$ cat src/rtl/aes_core_arbiter_pkg.sv
// aes_core_arbiter_pkg
// Shared definitions for the AES core arbiter:
//   - word/block geometry (WORD_S bits per word, NB words per block)
//   - bit positions inside a requester command word
//   - arbiter FSM state encoding
//   - idx_width(): index width for a requester count, at least 1 bit
package aes_core_arbiter_pkg;

  localparam int WORD_S = 32;
  localparam int NB     = 4;

  localparam int AES_CMD_ENCRYPT_BIT = 0;
  localparam int AES_CMD_KEY_NEW_BIT = 1;

  typedef enum logic [2:0] {
    AES_ARB_IDLE  = 3'd0,
    AES_ARB_GRANT = 3'd1,
    AES_ARB_KEY   = 3'd2,
    AES_ARB_RUN   = 3'd3,
    AES_ARB_RESP  = 3'd4
  } arb_state_e;

  function automatic int idx_width(input int n);
    return (n > 1) ? $clog2(n) : 1;
  endfunction

endpackage

$ cat src/rtl/aes_core_arbiter_rr_arbiter.sv
// aes_core_arbiter_rr_arbiter
// Combinational round-robin picker. Scans the request vector starting at
// ptr and wrapping modulo N_REQ; the first set request wins.
// Ports:
//   req       in  N_REQ  request vector
//   ptr       in  IDX_W  index with highest priority this round
//   grant     out N_REQ  one-hot grant (all zero when no request)
//   grant_idx out IDX_W  index of the granted requester
//   any       out 1      at least one request is set
module aes_core_arbiter_rr_arbiter
  import aes_core_arbiter_pkg::*;
#(
  parameter int N_REQ = 2,
  parameter int IDX_W = idx_width(N_REQ)
) (
  input  logic [N_REQ-1:0] req,
  input  logic [IDX_W-1:0] ptr,
  output logic [N_REQ-1:0] grant,
  output logic [IDX_W-1:0] grant_idx,
  output logic             any
);

  // Walk offsets from farthest to nearest so the request closest to ptr
  // is the last one written and therefore wins.
  always_comb begin
    grant     = '0;
    grant_idx = '0;
    any       = 1'b0;
    for (int off = N_REQ - 1; off >= 0; off--) begin
      for (int i = 0; i < N_REQ; i++) begin
        if (req[i] && (i == ((int'(ptr) + off) % N_REQ))) begin
          grant     = '0;
          grant[i]  = 1'b1;
          grant_idx = IDX_W'(i);
          any       = 1'b1;
        end
      end
    end
  end

endmodule

$ cat src/rtl/aes_core_arbiter.sv
// aes_core_arbiter
// Shares one AES block-cipher core between N_REQ requesters, one 128-bit
// block per transaction. Round-robin grant, optional key expansion, then a
// single block operation whose result is returned to the granted requester.
//
// Build option: AES_ARB_KEY_CACHE_EN
//   defined   - remember which requester's key is expanded in the core and
//               skip expansion when the same requester asks again without
//               KEY_NEW
//   undefined - every transaction expands its key
//
// Ports:
//   clk, aresetn          clock, asynchronous active-low reset
//   req_valid/req_ready   per-requester request and one-cycle grant strobe
//   req_cmd/key/data      per-requester command word, key and input block
//   rsp_valid/rsp_ready   per-requester result handshake
//   rsp_data              shared result bus
//   core_key_start/done   key expansion handshake with the core
//   core_start/done       block operation handshake with the core
//   core_encrypt          1 = encrypt, 0 = decrypt
//   core_key/core_data    operands to the core
//   core_result           core output, valid while core_done is high
//
// state | meaning
// IDLE  | no transaction; wait for any request
// GRANT | pick requester, strobe req_ready, capture operands
// KEY   | key expansion running in the core
// RUN   | block operation running in the core
// RESP  | result presented until the granted requester accepts it
module aes_core_arbiter
  import aes_core_arbiter_pkg::*;
#(
  parameter int N_REQ = 2,
  parameter int CMD_W = WORD_S,
  parameter int BLK_W = NB * WORD_S
) (
  input  logic                   clk,
  input  logic                   aresetn,
  input  logic [N_REQ-1:0]       req_valid,
  output logic [N_REQ-1:0]       req_ready,
  input  logic [N_REQ*CMD_W-1:0] req_cmd,
  input  logic [N_REQ*BLK_W-1:0] req_key,
  input  logic [N_REQ*BLK_W-1:0] req_data,
  output logic [N_REQ-1:0]       rsp_valid,
  input  logic [N_REQ-1:0]       rsp_ready,
  output logic [BLK_W-1:0]       rsp_data,
  output logic                   core_key_start,
  input  logic                   core_key_done,
  output logic                   core_start,
  output logic                   core_encrypt,
  output logic [BLK_W-1:0]       core_key,
  output logic [BLK_W-1:0]       core_data,
  input  logic                   core_done,
  input  logic [BLK_W-1:0]       core_result
);

  localparam int IDX_W = idx_width(N_REQ);
  localparam logic [IDX_W-1:0] LAST_IDX = IDX_W'(N_REQ - 1);

  arb_state_e state_q, state_d;

  logic [IDX_W-1:0] rr_ptr_q, rr_ptr_d;
  logic [IDX_W-1:0] gnt_idx_q, gnt_idx_d;
  logic             encrypt_q, encrypt_d;
  logic [BLK_W-1:0] key_q, key_d;
  logic [BLK_W-1:0] data_q, data_d;
  logic [BLK_W-1:0] rsp_data_q, rsp_data_d;
  logic [N_REQ-1:0] rsp_valid_q, rsp_valid_d;
  logic             key_start_q, key_start_d;
  logic             start_q, start_d;

  logic [N_REQ-1:0] arb_grant;
  logic [IDX_W-1:0] arb_idx;
  logic             arb_any;

  logic             sel_encrypt;
  logic             sel_key_new;
  logic [BLK_W-1:0] sel_key;
  logic [BLK_W-1:0] sel_data;
  logic             need_key;
  logic             rsp_accept;
  logic [N_REQ-1:0] req_ready_c;

  // Only two command bits are meaningful; the rest of the word is reserved.
  logic unused_req_cmd;
  assign unused_req_cmd = ^req_cmd;

  aes_core_arbiter_rr_arbiter #(
    .N_REQ (N_REQ),
    .IDX_W (IDX_W)
  ) u_rr_arbiter (
    .req       (req_valid),
    .ptr       (rr_ptr_q),
    .grant     (arb_grant),
    .grant_idx (arb_idx),
    .any       (arb_any)
  );

  // Operand mux for the requester currently winning arbitration.
  always_comb begin
    sel_encrypt = 1'b0;
    sel_key_new = 1'b0;
    sel_key     = '0;
    sel_data    = '0;
    for (int i = 0; i < N_REQ; i++) begin
      if (arb_grant[i]) begin
        sel_encrypt = req_cmd[i*CMD_W + AES_CMD_ENCRYPT_BIT];
        sel_key_new = req_cmd[i*CMD_W + AES_CMD_KEY_NEW_BIT];
        sel_key     = req_key[i*BLK_W +: BLK_W];
        sel_data    = req_data[i*BLK_W +: BLK_W];
      end
    end
  end

`ifdef AES_ARB_KEY_CACHE_EN
  logic [IDX_W-1:0] key_owner_q, key_owner_d;
  logic             key_owner_valid_q, key_owner_valid_d;

  assign need_key = !key_owner_valid_q || (key_owner_q != arb_idx) || sel_key_new;

  // The expanded key belongs to whoever finished KEY last. A reset clears
  // ownership because the core loses its schedule too.
  always_comb begin
    key_owner_d       = key_owner_q;
    key_owner_valid_d = key_owner_valid_q;
    if ((state_q == AES_ARB_KEY) && core_key_done && !key_start_q) begin
      key_owner_d       = gnt_idx_q;
      key_owner_valid_d = 1'b1;
    end
  end

  always_ff @(posedge clk or negedge aresetn) begin
    if (!aresetn) begin
      key_owner_q       <= '0;
      key_owner_valid_q <= 1'b0;
    end else begin
      key_owner_q       <= key_owner_d;
      key_owner_valid_q <= key_owner_valid_d;
    end
  end
`else
  logic unused_key_new;
  assign unused_key_new = sel_key_new;
  assign need_key       = 1'b1;
`endif

  always_comb begin
    rsp_accept = 1'b0;
    for (int i = 0; i < N_REQ; i++) begin
      if ((gnt_idx_q == IDX_W'(i)) && rsp_ready[i]) begin
        rsp_accept = 1'b1;
      end
    end
  end

  // Start pulses are registered and raised on the transition into KEY/RUN,
  // so a done pulse seen while the start flop is still high belongs to an
  // earlier operation and is ignored.
  always_comb begin
    state_d     = state_q;
    rr_ptr_d    = rr_ptr_q;
    gnt_idx_d   = gnt_idx_q;
    encrypt_d   = encrypt_q;
    key_d       = key_q;
    data_d      = data_q;
    rsp_data_d  = rsp_data_q;
    rsp_valid_d = rsp_valid_q;
    key_start_d = 1'b0;
    start_d     = 1'b0;
    req_ready_c = '0;

    unique case (state_q)
      AES_ARB_IDLE: begin
        if (|req_valid) begin
          state_d = AES_ARB_GRANT;
        end
      end

      AES_ARB_GRANT: begin
        if (arb_any) begin
          req_ready_c = arb_grant;
          gnt_idx_d   = arb_idx;
          encrypt_d   = sel_encrypt;
          key_d       = sel_key;
          data_d      = sel_data;
          if (need_key) begin
            state_d     = AES_ARB_KEY;
            key_start_d = 1'b1;
          end else begin
            state_d = AES_ARB_RUN;
            start_d = 1'b1;
          end
        end else begin
          state_d = AES_ARB_IDLE;
        end
      end

      AES_ARB_KEY: begin
        if (core_key_done && !key_start_q) begin
          state_d = AES_ARB_RUN;
          start_d = 1'b1;
        end
      end

      AES_ARB_RUN: begin
        if (core_done && !start_q) begin
          rsp_data_d = core_result;
          for (int i = 0; i < N_REQ; i++) begin
            rsp_valid_d[i] = (gnt_idx_q == IDX_W'(i));
          end
          state_d = AES_ARB_RESP;
        end
      end

      AES_ARB_RESP: begin
        if (rsp_accept) begin
          rsp_valid_d = '0;
          rr_ptr_d    = (gnt_idx_q == LAST_IDX) ? '0 : gnt_idx_q + 1'b1;
          state_d     = AES_ARB_IDLE;
        end
      end

      default: begin
        state_d = AES_ARB_IDLE;
      end
    endcase
  end

  always_ff @(posedge clk or negedge aresetn) begin
    if (!aresetn) begin
      state_q     <= AES_ARB_IDLE;
      rr_ptr_q    <= '0;
      gnt_idx_q   <= '0;
      encrypt_q   <= 1'b0;
      key_q       <= '0;
      data_q      <= '0;
      rsp_data_q  <= '0;
      rsp_valid_q <= '0;
      key_start_q <= 1'b0;
      start_q     <= 1'b0;
    end else begin
      state_q     <= state_d;
      rr_ptr_q    <= rr_ptr_d;
      gnt_idx_q   <= gnt_idx_d;
      encrypt_q   <= encrypt_d;
      key_q       <= key_d;
      data_q      <= data_d;
      rsp_data_q  <= rsp_data_d;
      rsp_valid_q <= rsp_valid_d;
      key_start_q <= key_start_d;
      start_q     <= start_d;
    end
  end

  assign req_ready      = req_ready_c;
  assign rsp_valid      = rsp_valid_q;
  assign rsp_data       = rsp_data_q;
  assign core_key_start = key_start_q;
  assign core_start     = start_q;
  assign core_encrypt   = encrypt_q;
  assign core_key       = key_q;
  assign core_data      = data_q;

endmodule

$ cat config.mk
export PLATFORM = sky130hd
export DESIGN_NAME = aes_core_arbiter
export DESIGN_NICKNAME = d
export VERILOG_FILES = /design/src/rtl/aes_core_arbiter_pkg.sv /design/src/rtl/aes_core_arbiter_rr_arbiter.sv /design/src/rtl/aes_core_arbiter.sv
export SDC_FILE = /design/constraint.sdc
export NUM_CORES = 1
export LEC_CHECK = 0
export CORE_AREA = 2 2 424 426
export CTS_CLUSTER_DIAMETER = 80
export DETAILED_ROUTE_END_ITERATION = 16
export DIE_AREA = 0 0 426 428
export GPL_TIMING_DRIVEN = 0
export SYNTH_ARGS = -nofsm -noshare
export SYNTH_HDL_FRONTEND = slang
export SYNTH_SLANG_ARGS = --single-unit
$ cat constraint.sdc
create_clock -name clk -period 2.1 [get_ports clk]
set_clock_uncertainty 0.1 [all_clocks]
set_input_delay 0.21 -clock clk [delete_from_list [all_inputs] [get_ports clk]]
set_output_delay 0.21 -clock clk [all_outputs]
set_load 0.01 [all_outputs]
Word level (Yosys, flattened, before mapping)
Index checks and enable logic that the tools add are counted.
W data, S select, Z words.

cells by class
  add/subtract/negate cells = 2
  eq/ne operators = 9
  mux-type cells = 35
  bitwise logic cells = 2
  reduce and logical (&&, ||, !) cells = 20

operators with widths
  cell                   number
  $mux W128              4
  $logic_not A32 Y1      2
  $mux W1                17
  $mux W2                8
  $pmux W3 S5            1
  $mux W3                4
  $logic_and A1 B1 Y1    8
  $ne A2 B2 Y1 const B   4
  $eq A3 B2 Y1 const B   2
  $reduce_and A2 Y1      3
  $pmux W2 S2            1
  $reduce_and A4 Y1      1
  $eq A3 B1 Y1 const B   1
  $eq A3 B3 Y1 const B   1
  $logic_not A3 Y1       1
  $reduce_and A3 Y1      1
  $add A1 B1 Y1 const B  2
  $eq A2 B2 Y1 const A   1
  $logic_not A1 Y1       2
  $reduce_bool A2 Y1     1
  $reduce_or A2 Y1       1
  $and A1 B1 Y1 const A  1
  $not A1 Y1             1

word-level totals
  register bits after elaboration = 394
  bits of input ports = 712
  output and inout port bits = 391
  word-level logic and storage cells = 78

Logic depth before layout (Yosys ltp)
  depth in word-level cells = 10
  gate-level depth with buffers = 8
  depth with buffers taken out = 3

Modules after synthesis
Synthesis repeated with hierarchy kept, for this count alone.

second synthesis, totals
  cells, all modules = 1467
  area total of the unflattened synthesis = 17375.4 µm²

modules (own cells, without submodules)
  module                       times used  cells each  area each (µm²)  sequential area each (µm²)
  aes_core_arbiter             1           1462        17342.9          9859.5
  aes_core_arbiter_rr_arbiter  1           5           32.5             0.0

Least setup slack after synthesis
OpenSTA, ideal clock, no wires.

  kind = register to register
  start point = register state_q[0]
  end point = register data_q[0] (netlist: core_data[0])
  library setup time = 0.126 ns
  arrival time = 1.607 ns
  data required time = 1.874 ns
  setup slack = 0.267 ns
  stages on the path, launching flop included = 9
  path buffers = 5
  period minus slack after synthesis = 1.833 ns
  cells stage by stage = dfrtp_1 -> buf_6 -> nor2b_1 -> buf_6 -> and4_4 -> buf_6 -> buf_6 -> buf_6 -> a221o_1

on the way
  longest elaborated chain between the ends = 2

ends and longest elaborated chain
  element                             RTL line                 RTL
  start: declaration                  aes_core_arbiter.sv:60   arb_state_e state_q, state_d;
  start signal: assignment            aes_core_arbiter.sv:242  state_q <= state_d;
  $eq A3 B1 Y1                        aes_core_arbiter.sv:172  unique case (state_q)
  $reduce_and A2 Y1 (no source line)  n/a
  end signal: assignment              aes_core_arbiter.sv:247  data_q <= data_d;
  end: declaration                    aes_core_arbiter.sv:66   logic [BLK_W-1:0] data_q, data_d;

Every way passes these cells.
A chain may end at the register's enable or synchronous reset.

Worst setup path after layout
  start point = register state_q[2]
  end point = output req_ready[1]

on the way
  longest elaborated chain between the ends = 2

ends and longest elaborated chain
  element           RTL line                 RTL
  $eq A3 B1 Y1      aes_core_arbiter.sv:172
  $mux W2           aes_core_arbiter.sv:172
  end: declaration  aes_core_arbiter.sv:40   output logic [N_REQ-1:0] req_ready,

Every way passes these cells.

==> results.json <==
{
  "synth_nets": 1915,
  "cts_root_buf": "clkbuf_16",
  "yosysWarningCount": 0,
  "period_needed_ns": 2.10,
  "cp_top_family": "flip-flops",
  "ys_ff_latch": 394,
  "htreeDepth": 2,
  "rows": 155,
  "pwr_density_cell_mw_per_mm2": 1360,
  "die_w_um": 426,
  "postRouteAntennaNets": 0,
  "critPathMaxFanout": 5,
  "worstSetupEndpointType": "output pin",
  "path_cells": "nor2b_4, o2111a_1, buf_12, buf_12, buf_6",
  "cp_slowest_cell": "dfrtp_2",
  "synth_edf_count": 0,
  "status": "finished with violations",
  "wl_um": 144000,
  "worst-path-buf-inv": 3,
  "first_iter_violations": 1187,
  "grt_pass1_wl_um": 187000,
  "regArea_sq_mm": 0.00988,
  "dpl.hpwl_um": 114000,
  "switchingPower_mw": 20.4,
  "dr.pass1.iters": 5,
  "cpPeakStageDelay_ns": 0.45,
  "antenna_found_initial": 49,
  "dieArea_sq_mm": 0.182,
  "port_buffers": 1040,
  "tightest_slew_ns": 1.09,
  "fin_crit_sh_pct": 99.9,
  "violations": "hold timing",
  "cp.required_ns": 1.79,
  "nFillCells": 19100,
  "max-slew-margin-rel_pct": 26.9,
  "drive_gt1_share_pct": 15.9,
  "finalHoldViolations": 10,
  "peakVddDrop_v": 0.000693,
  "multiInputGateArea_sq_mm": 0.00617,
  "setup_ws_ns": 0.00209,
  "vias": 18500,
  "cts_buffer_depth": 3,
  "met2_usage_pct": 24.7,
  "synthCells": 1203,
  "ios": 1103,
  "dp.cells": 4601,
  "final_common_cell": "clkdlybuf4s50_1",
  "use_met3_pct": 4.72,
  "worstSkewPairLatency_ns": 0.67,
  "rsz0062_at_grt": "yes",
  "syn_area_sq_mm": 0.0168,
  "cts_tree": "done",
  "power.leakage_nw": 15.0,
  "drv_cap": 0,
  "final_cells": 5147,
  "clk_pin_slew_ns": 0.06,
  "cts_inserted_buffers": 57,
  "syn_to_final_growth_pct": 124,
  "grtUsageMet1_pct": 18.7,
  "drc_errors": 0,
  "initial_core_util_pct": 9.46,
  "yosysSeqAreaShare_pct": 58.7,
  "clock_sinks": 394,
  "vias_per_cell": 3.59,
  "grt-ovfl-total": 0,
  "grt_pass1_vias": 19600,
  "coreArea_sq_mm": 0.178,
  "arrival_ns": 1.79,
  "pwr-share-seq_pct": 27.5,
  "ys_types": 31,
  "grt.busiest_layer": "met2",
  "syn_avg_cell_area_sq_um": 14.0,
  "wl_per_cell_um": 28.0,
  "grt_use_total_pct": 15.3,
  "swShare_pct": 39.7,
  "holdWs_ns": -0.0163,
  "clkPwrFrac_pct": 19.9,
  "gp_congestion": 0.934,
  "comb_power_share_pct": 52.6,
  "crit_top_cell": "buf_12",
  "slew_violations": 0,
  "die_h_um": 428,
  "timing.fmax_mhz": 477,
  "layout_common_cells": "clkdlybuf4s50_1, dfrtp_1, dlygate4sd3_1, a221o_1, a21boi_0",
  "grt_max_degree": 108,
  "pre_cts_ws_ns": -1.65,
  "path_class": "reg2out",
  "worstHoldPathType": "in2async",
  "p_int_mw": 31.0,
  "async_reset_ff_share_pct": 100,
  "nNetsFinal": 3428,
  "startpoint_type": "flop",
  "synth_ff_type": "dfrtp_1",
  "setup_viol": 0
}
cell families (layout without fill, tap and decap cells):
| group | after synthesis | in the layout | share of synthesized area (%) |
|---|---|---|---|
| DFF | 394 | 394 | 58.7 |
| AOI/OAI and AO/OA | 528 | 528 | 27.3 |
| muxes | 129 | 129 | 8.64 |
| buffers and inverters | 136 | 1695 | 4.68 |
| other | 0 | 30 | 0 |
| and+or+nand+nor | 16 | 16 | 0.670 |
Yosys cell counts (2+ instances only):
master     number  share of area [%]
a21boi_0      256                 11
a21oi_1         3              0.089
a221o_1       257                 15
a22oi_1         3               0.13
buf_2          49                1.5
buf_6          28                1.9
clkbuf_1       54                1.2
dfrtp_1       394                 59
inv_1           4              0.089
mux2_1          8               0.54
mux2_2        120                8.0
nand2_1         2              0.045
nand4bb_1       2               0.13
nor2_1          2              0.045
nor2b_1         2              0.074
o21ai_0         4               0.12
sequential cells by signal, summed over array words and instances (netlist names):
| name | cells |
|---|---|
| core_data | 128 |
| core_encrypt | 1 |
| core_key | 128 |
| core_key_start | 1 |
| core_start | 1 |
| gnt_idx_q | 1 |
| rr_ptr_q | 1 |
| rsp_data | 128 |
| rsp_valid | 2 |
| state_q | 3 |
through the flow:
| step | cell area, sq um | total power, mW | util (%) | hold WS (ns) | TNS, ns |
|---|---|---|---|---|---|
| floorplan | 16800 | 22.4 | - | -0.186 | 0 |
| global placement | 30200 | 38.8 | 17.0 | 0.376 | -7670.07 |
| detailed placement | 30200 | 38.8 | 17.0 | 0.214 | -294.82 |
| CTS | 37400 | 52.0 | 21.1 | 0.00000383 | -23.24 |
| global route | 37600 | 53.8 | 21.2 | 0.00566 | -0.178 |
| finish | 37600 | 51.3 | 21.2 | -0.0163 | 0 |
per-layer routing:
layer	part of all wire (%)	vias to the layer above
met1	41	9452
li1	-	7883
met5	0.10	-
met2	46	915
met4	4.4	20
met3	8.0	200
timing repair:
item / in CTS / in global routing
gates resized for setup: 382 / 58
hold buffers: 353 / 1
endpoints found under the setup margin: 505 / 402
endpoints found under the hold margin: 360 / 7
pin swaps: 205 / 3
buffers inserted: 27 / 8
gates cloned: 28 / 0
power by group through the flow:
stage	registers (mW)	clock network, mW	logic [mW]
global placement	14.1	0	24.7
detailed placement	14.0	0	24.8
finish	14.1	10.2	27.0
global route	14.5	10.8	28.5
floorplan	14.7	0	7.63
CTS	14.0	10.5	27.4
final timing paths:
kind	startpoint	end	slack [ns]	cells after the start
worst max-delay path	state_q[2]	req_ready[1]	0.002	5
worst min-delay path	aresetn	core_data[9]	-0.02	2
worst max register to register	rr_ptr_q	core_key[24]	0.06	7
worst min register to register	rsp_data[122]	rsp_data[122]	0.40	1
max in group asynchronous	aresetn	core_key[80]	0.27	4
min in group clk	core_result[29]	rsp_data[29]	0.07	2
cell type report:
class	count	area share, %
multi-input combinational	673	16.4
tap	2355	7.83
clock buffer	81	4.45
clock inverter	24	0.781
inverter	4	0.0465
antenna	30	0.199
buffer	126	3.65
timing repair buffer	1460	40.4
sequential	394	26.2
Power figures use the tool's default switching activity.
==> edit 1, RTL diff (same settings) <==
`N_REQ` is set to 2 in 2 places; all go to 1.
--- a/src/rtl/aes_core_arbiter_rr_arbiter.sv
+++ b/src/rtl/aes_core_arbiter_rr_arbiter.sv
@@ -12,3 +12,3 @@
 #(
-  parameter int N_REQ = 2,
+  parameter int N_REQ = 1,
   parameter int IDX_W = idx_width(N_REQ)
--- a/src/rtl/aes_core_arbiter.sv
+++ b/src/rtl/aes_core_arbiter.sv
@@ -32,3 +32,3 @@
 #(
-  parameter int N_REQ = 2,
+  parameter int N_REQ = 1,
   parameter int CMD_W = WORD_S,
Ports: changed (7 resized); port bits go from 1103 to 811. The function was not compared with the original's and may differ.
==> edit 1 against the original RTL <==
Utilization is 4.3 points lower; routed wire length is 32% lower; total power fell by 17%; non-clock buffer count fell by 527; critical endpoint is now req_ready; sequential share of layout area increased by 6.4 points; count of clock-buffer cells in the layout fell by 7; final area is 20% lower; cell count shrank 16%; area after synthesis fell by 11%; the flow finishes with violations (setup timing); sequential cell count fell by 3; setup slack got worse by 110 ps; critical path type unchanged.
==> edit 1: results (changes against the original RTL) <==
met3_usage_pct: 4.52  # -0.21 points
syn-instance-count: 838  # -30%
layout-drive-gt1-share_pct: 27.4  # +12 points
drt_iter0_drc: 340  # -71%
worst_ir_drop_vdd_v: 0.000788  # +14%
grt_pass1_wl_mm: 127  # -32%
netlist-cell-type-count: 20  # -35%
p_leak_nw: 11.8  # -21%
cp_max_fo: 2  # -3
outcome: "finished, violations left"
swShare_pct: 34.5  # -5.2 points
dpl.hpwl_mm: 81.7  # -28%
violations: "setup timing"
synth_compound_area_share_pct: 0.260  # -27 points
pre_cts_slack_ps: -558  # +1100 ps
finalNonFillerCells: 4334  # -16%
grt_pass1_vias: 12756  # -35%
synth_mux_area_share_pct: 29.6  # +21 points
drt-total-wl_mm: 98.5  # -32%
crit_start: "state_q[1]"
use_met1_pct: 10.4  # -8.3 points
globalRouteMet2Util_pct: 19.9  # -4.8 points
setup_viol: 87  # +87
grt_max_degree: 109  # +0.93%
synth_fp_nets: 1260  # -34%
gp_congestion: 0.827  # -11%
holdBufCountCts: 227  # -36%
setup_ws_ps: -108  # -110 ps
yosysSeqAreaShare_pct: 65.7  # +7.0 points
cts.repair.resized: 97  # -75%
arrival_ps: 1900  # +110 ps
first_pass_iters: 4  # -1
synth_common_cells: "dfrtp_1 (391), mux2_2 (364), buf_12 (22)"
port_buffers: 779  # -25%
worst_pin_slew_ps: 679  # -415 ps
nets: 2332  # -32%
antenna_found_initial: 92  # +88%
vias: 11931  # -35%
insertion_delay_ps: 660
dp_cells: 3975  # -14%
## edit 1: metrics by stage
stage | TNS (ps) | power [W] | hold WS (ps)
after floorplan | 0 | 0.0204 | -186
after CTS | -16760 | 0.0437 | 0.251
after global placement | -7145690 | 0.0334 | 388
after detailed placement | -71540 | 0.0335 | 230
final | -5110 | 0.0426 | 15.2
after global routing | -28480 | 0.0449 | 14.5
## edit 1: final timing paths
kind	end	slack (ps)	cells after the start
max in group asynchronous	rsp_data[83]	270	4
worst min-delay path	core_data[17]	20	2
min in group clk	rsp_data[10]	60	2
worst min register to register	rsp_data[54]	400	1
worst max register to register	core_data[67]	-100	6
worst max-delay path	req_ready	-110	5
## edit 1: metal layers
| metal | wire, um | part of all wire, % |
|---|---|---|
| met5 | 87 | 0.088 |
| met4 | 2970 | 3.0 |
| met2 | 53000 | 54 |
| met1 | 32800 | 33 |
| met3 | 9670 | 9.8 |
## edit 1: area by class of cell
cell class                      instances  area [um2]
Clock buffer                           74        1550
Inverter                                1        3.75
Buffer                                 43         613
Tap cell                             2355        2950
Fill cell                           19573      148000
Antenna cell                           25        62.6
Clock inverter                         27         325
Multi-Input combinational cell        402        4530
Timing Repair Buffer                 1016       10200
Sequential cell                       391        9790
## edit 1: power by group through the flow
| stage | clock, W | combinational (W) | sequential (W) |
|---|---|---|---|
| final | 0.00972 | 0.0193 | 0.0135 |
| after floorplan | 0 | 0.00528 | 0.0151 |
| after CTS | 0.0101 | 0.0200 | 0.0135 |
| after detailed placement | 0 | 0.0199 | 0.0136 |
| after global routing | 0.0104 | 0.0205 | 0.0140 |
| after global placement | 0 | 0.0198 | 0.0135 |
## edit 1: critical path, cell delays in order, from the launching register on
cell,delay (ps)
dfrtp_1,360
buf_6,110
and3b_4,390
buf_12,140
buf_16,120
buf_6,100
==> edit 2, RTL diff (config.mk and constraints unchanged) <==
Made on the original files. Register the input `req_key` before use, without a reset. The logic sees it one clock later. The other inputs are not delayed to match.
--- a/src/rtl/aes_core_arbiter.sv
+++ b/src/rtl/aes_core_arbiter.sv
@@ -59,2 +59,8 @@
 
+  logic [N_REQ*BLK_W-1:0] req_key_q;
+
+  always_ff @(posedge clk) begin
+    req_key_q <= req_key;
+  end
+
   arb_state_e state_q, state_d;
@@ -108,3 +114,3 @@
         sel_key_new = req_cmd[i*CMD_W + AES_CMD_KEY_NEW_BIT];
-        sel_key     = req_key[i*BLK_W +: BLK_W];
+        sel_key     = req_key_q[i*BLK_W +: BLK_W];
         sel_data    = req_data[i*BLK_W +: BLK_W];
Function: not settled (the Yosys comparison gave no result); the edit may change what the design does.
==> edit 2 against the original RTL <==
The run ends with setup timing left; sequential cell count grew 256; routed wire length grew 4.1%; critical path depth is the same; cell count grew 11%; count of clock-buffer cells in the layout grew 33; total power grew 10%; setup slack lost 480 ps; area after synthesis grew 33%; final area grew 16%; global-route usage grew 0.47 points; critical endpoint unchanged.
==> edit 2: results (changes against the original RTL) <==
outcome: "finished, violations left"
violations: "setup timing"
setup_viol: 270  # +270
port_buffers: 1039  # -0.096%
synth_fp_nets: 2487  # +30%
fin_util_pct: 24.6  # +3.4 points
inverters_excl_clock: 3  # -1
gp_congestion: 0.975  # +4.4%
drt_iter0_drc: 1491  # +26%
grt_pass1_wl_mm: 197  # +5.5%
dp_cells: 5173  # +12%
seq_share_pct: 34.3  # +8.0 points
setup_ws_ps: -478  # -480 ps
post_drt_wl_per_cell_um: 26.2  # -6.4%
worst_ir_drop_vdd_v: 0.000517  # -25%
grt_pass1_vias: 23133  # +18%
clk_share_pct: 6.59  # +1.4 points
cp_max_fo: 3  # -2
async_flop_share_pct: 60.6  # -39 points
cts_buffers: 84  # +47%
yosys-top-cells-area: "dfrtp_1 (44%), dfxtp_1 (23%), a32oi_1 (10%)"
slew_headroom_pct: 25.0  # -1.9 points
arrival_ps: 2270  # +480 ps
cts_max_level: 3  # +1
clkSinkCount: 650  # +65%
vias: 22493  # +22%
drt-total-wl_mm: 150  # +4.1%
cp_top_family: "simple AND/OR/NAND/NOR gates"
postPlaceCellArea_um2: 35900  # +19%
layout-drive-gt1-share_pct: 15.5  # -0.39 points
ff2ff_path_depth: 8  # +1
n_fill_cell: 18725  # -2.1%
switching_power_w: 0.0203  # -0.14%
diodes: 14  # -53%
dpl.hpwl_mm: 119  # +4.3%
multi_input_area_share_pct: 16.0  # -0.34 points
cp_slowest_cell: "or3b_4"
buffers: 1612  # +1.6%
yosysSeqAreaShare_pct: 66.9  # +8.2 points
holdBufCountCts: 362  # +2.5%
multi_input_cells: 935  # +39%
reg2reg_slack_ps: -270  # -330 ps
-- edit 2: cells by family after synthesis --
kind of cell	Yosys count	share of synthesized area (%)
AOI/OAI and AO/OA	784	21.9
buffers and inverters	190	4.14
DFF	650	66.9
muxes	129	6.48
and+or+nand+nor	22	0.614
-- edit 2: layer usage --
metal	vias up	GRT usage (%)	wire, um
li1	9815	-	-
met1	11437	17.6	55900
met2	1027	28.9	79200
met3	200	3.27	9250
met4	14	5.81	5520
met5	-	0	89
-- edit 2: power by group through the flow --
stage	logic, W	registers [W]	clock network [W]
after CTS	0.0226	0.0182	0.0153
after global placement	0.0210	0.0183	0
after detailed placement	0.0211	0.0184	0
after floorplan	0.00578	0.0194	0
final	0.0234	0.0182	0.0150
after global routing	0.0247	0.0186	0.0159
-- edit 2: worst register-to-register path, stage by stage (launching register included) --
cell and delay, ps:
dfrtp_2 400, or3b_4 460, buf_4 170, buf_8 140
or2_4 290, buf_12 170, clkbuf_16 230, buf_12 170
o21ai_1 140
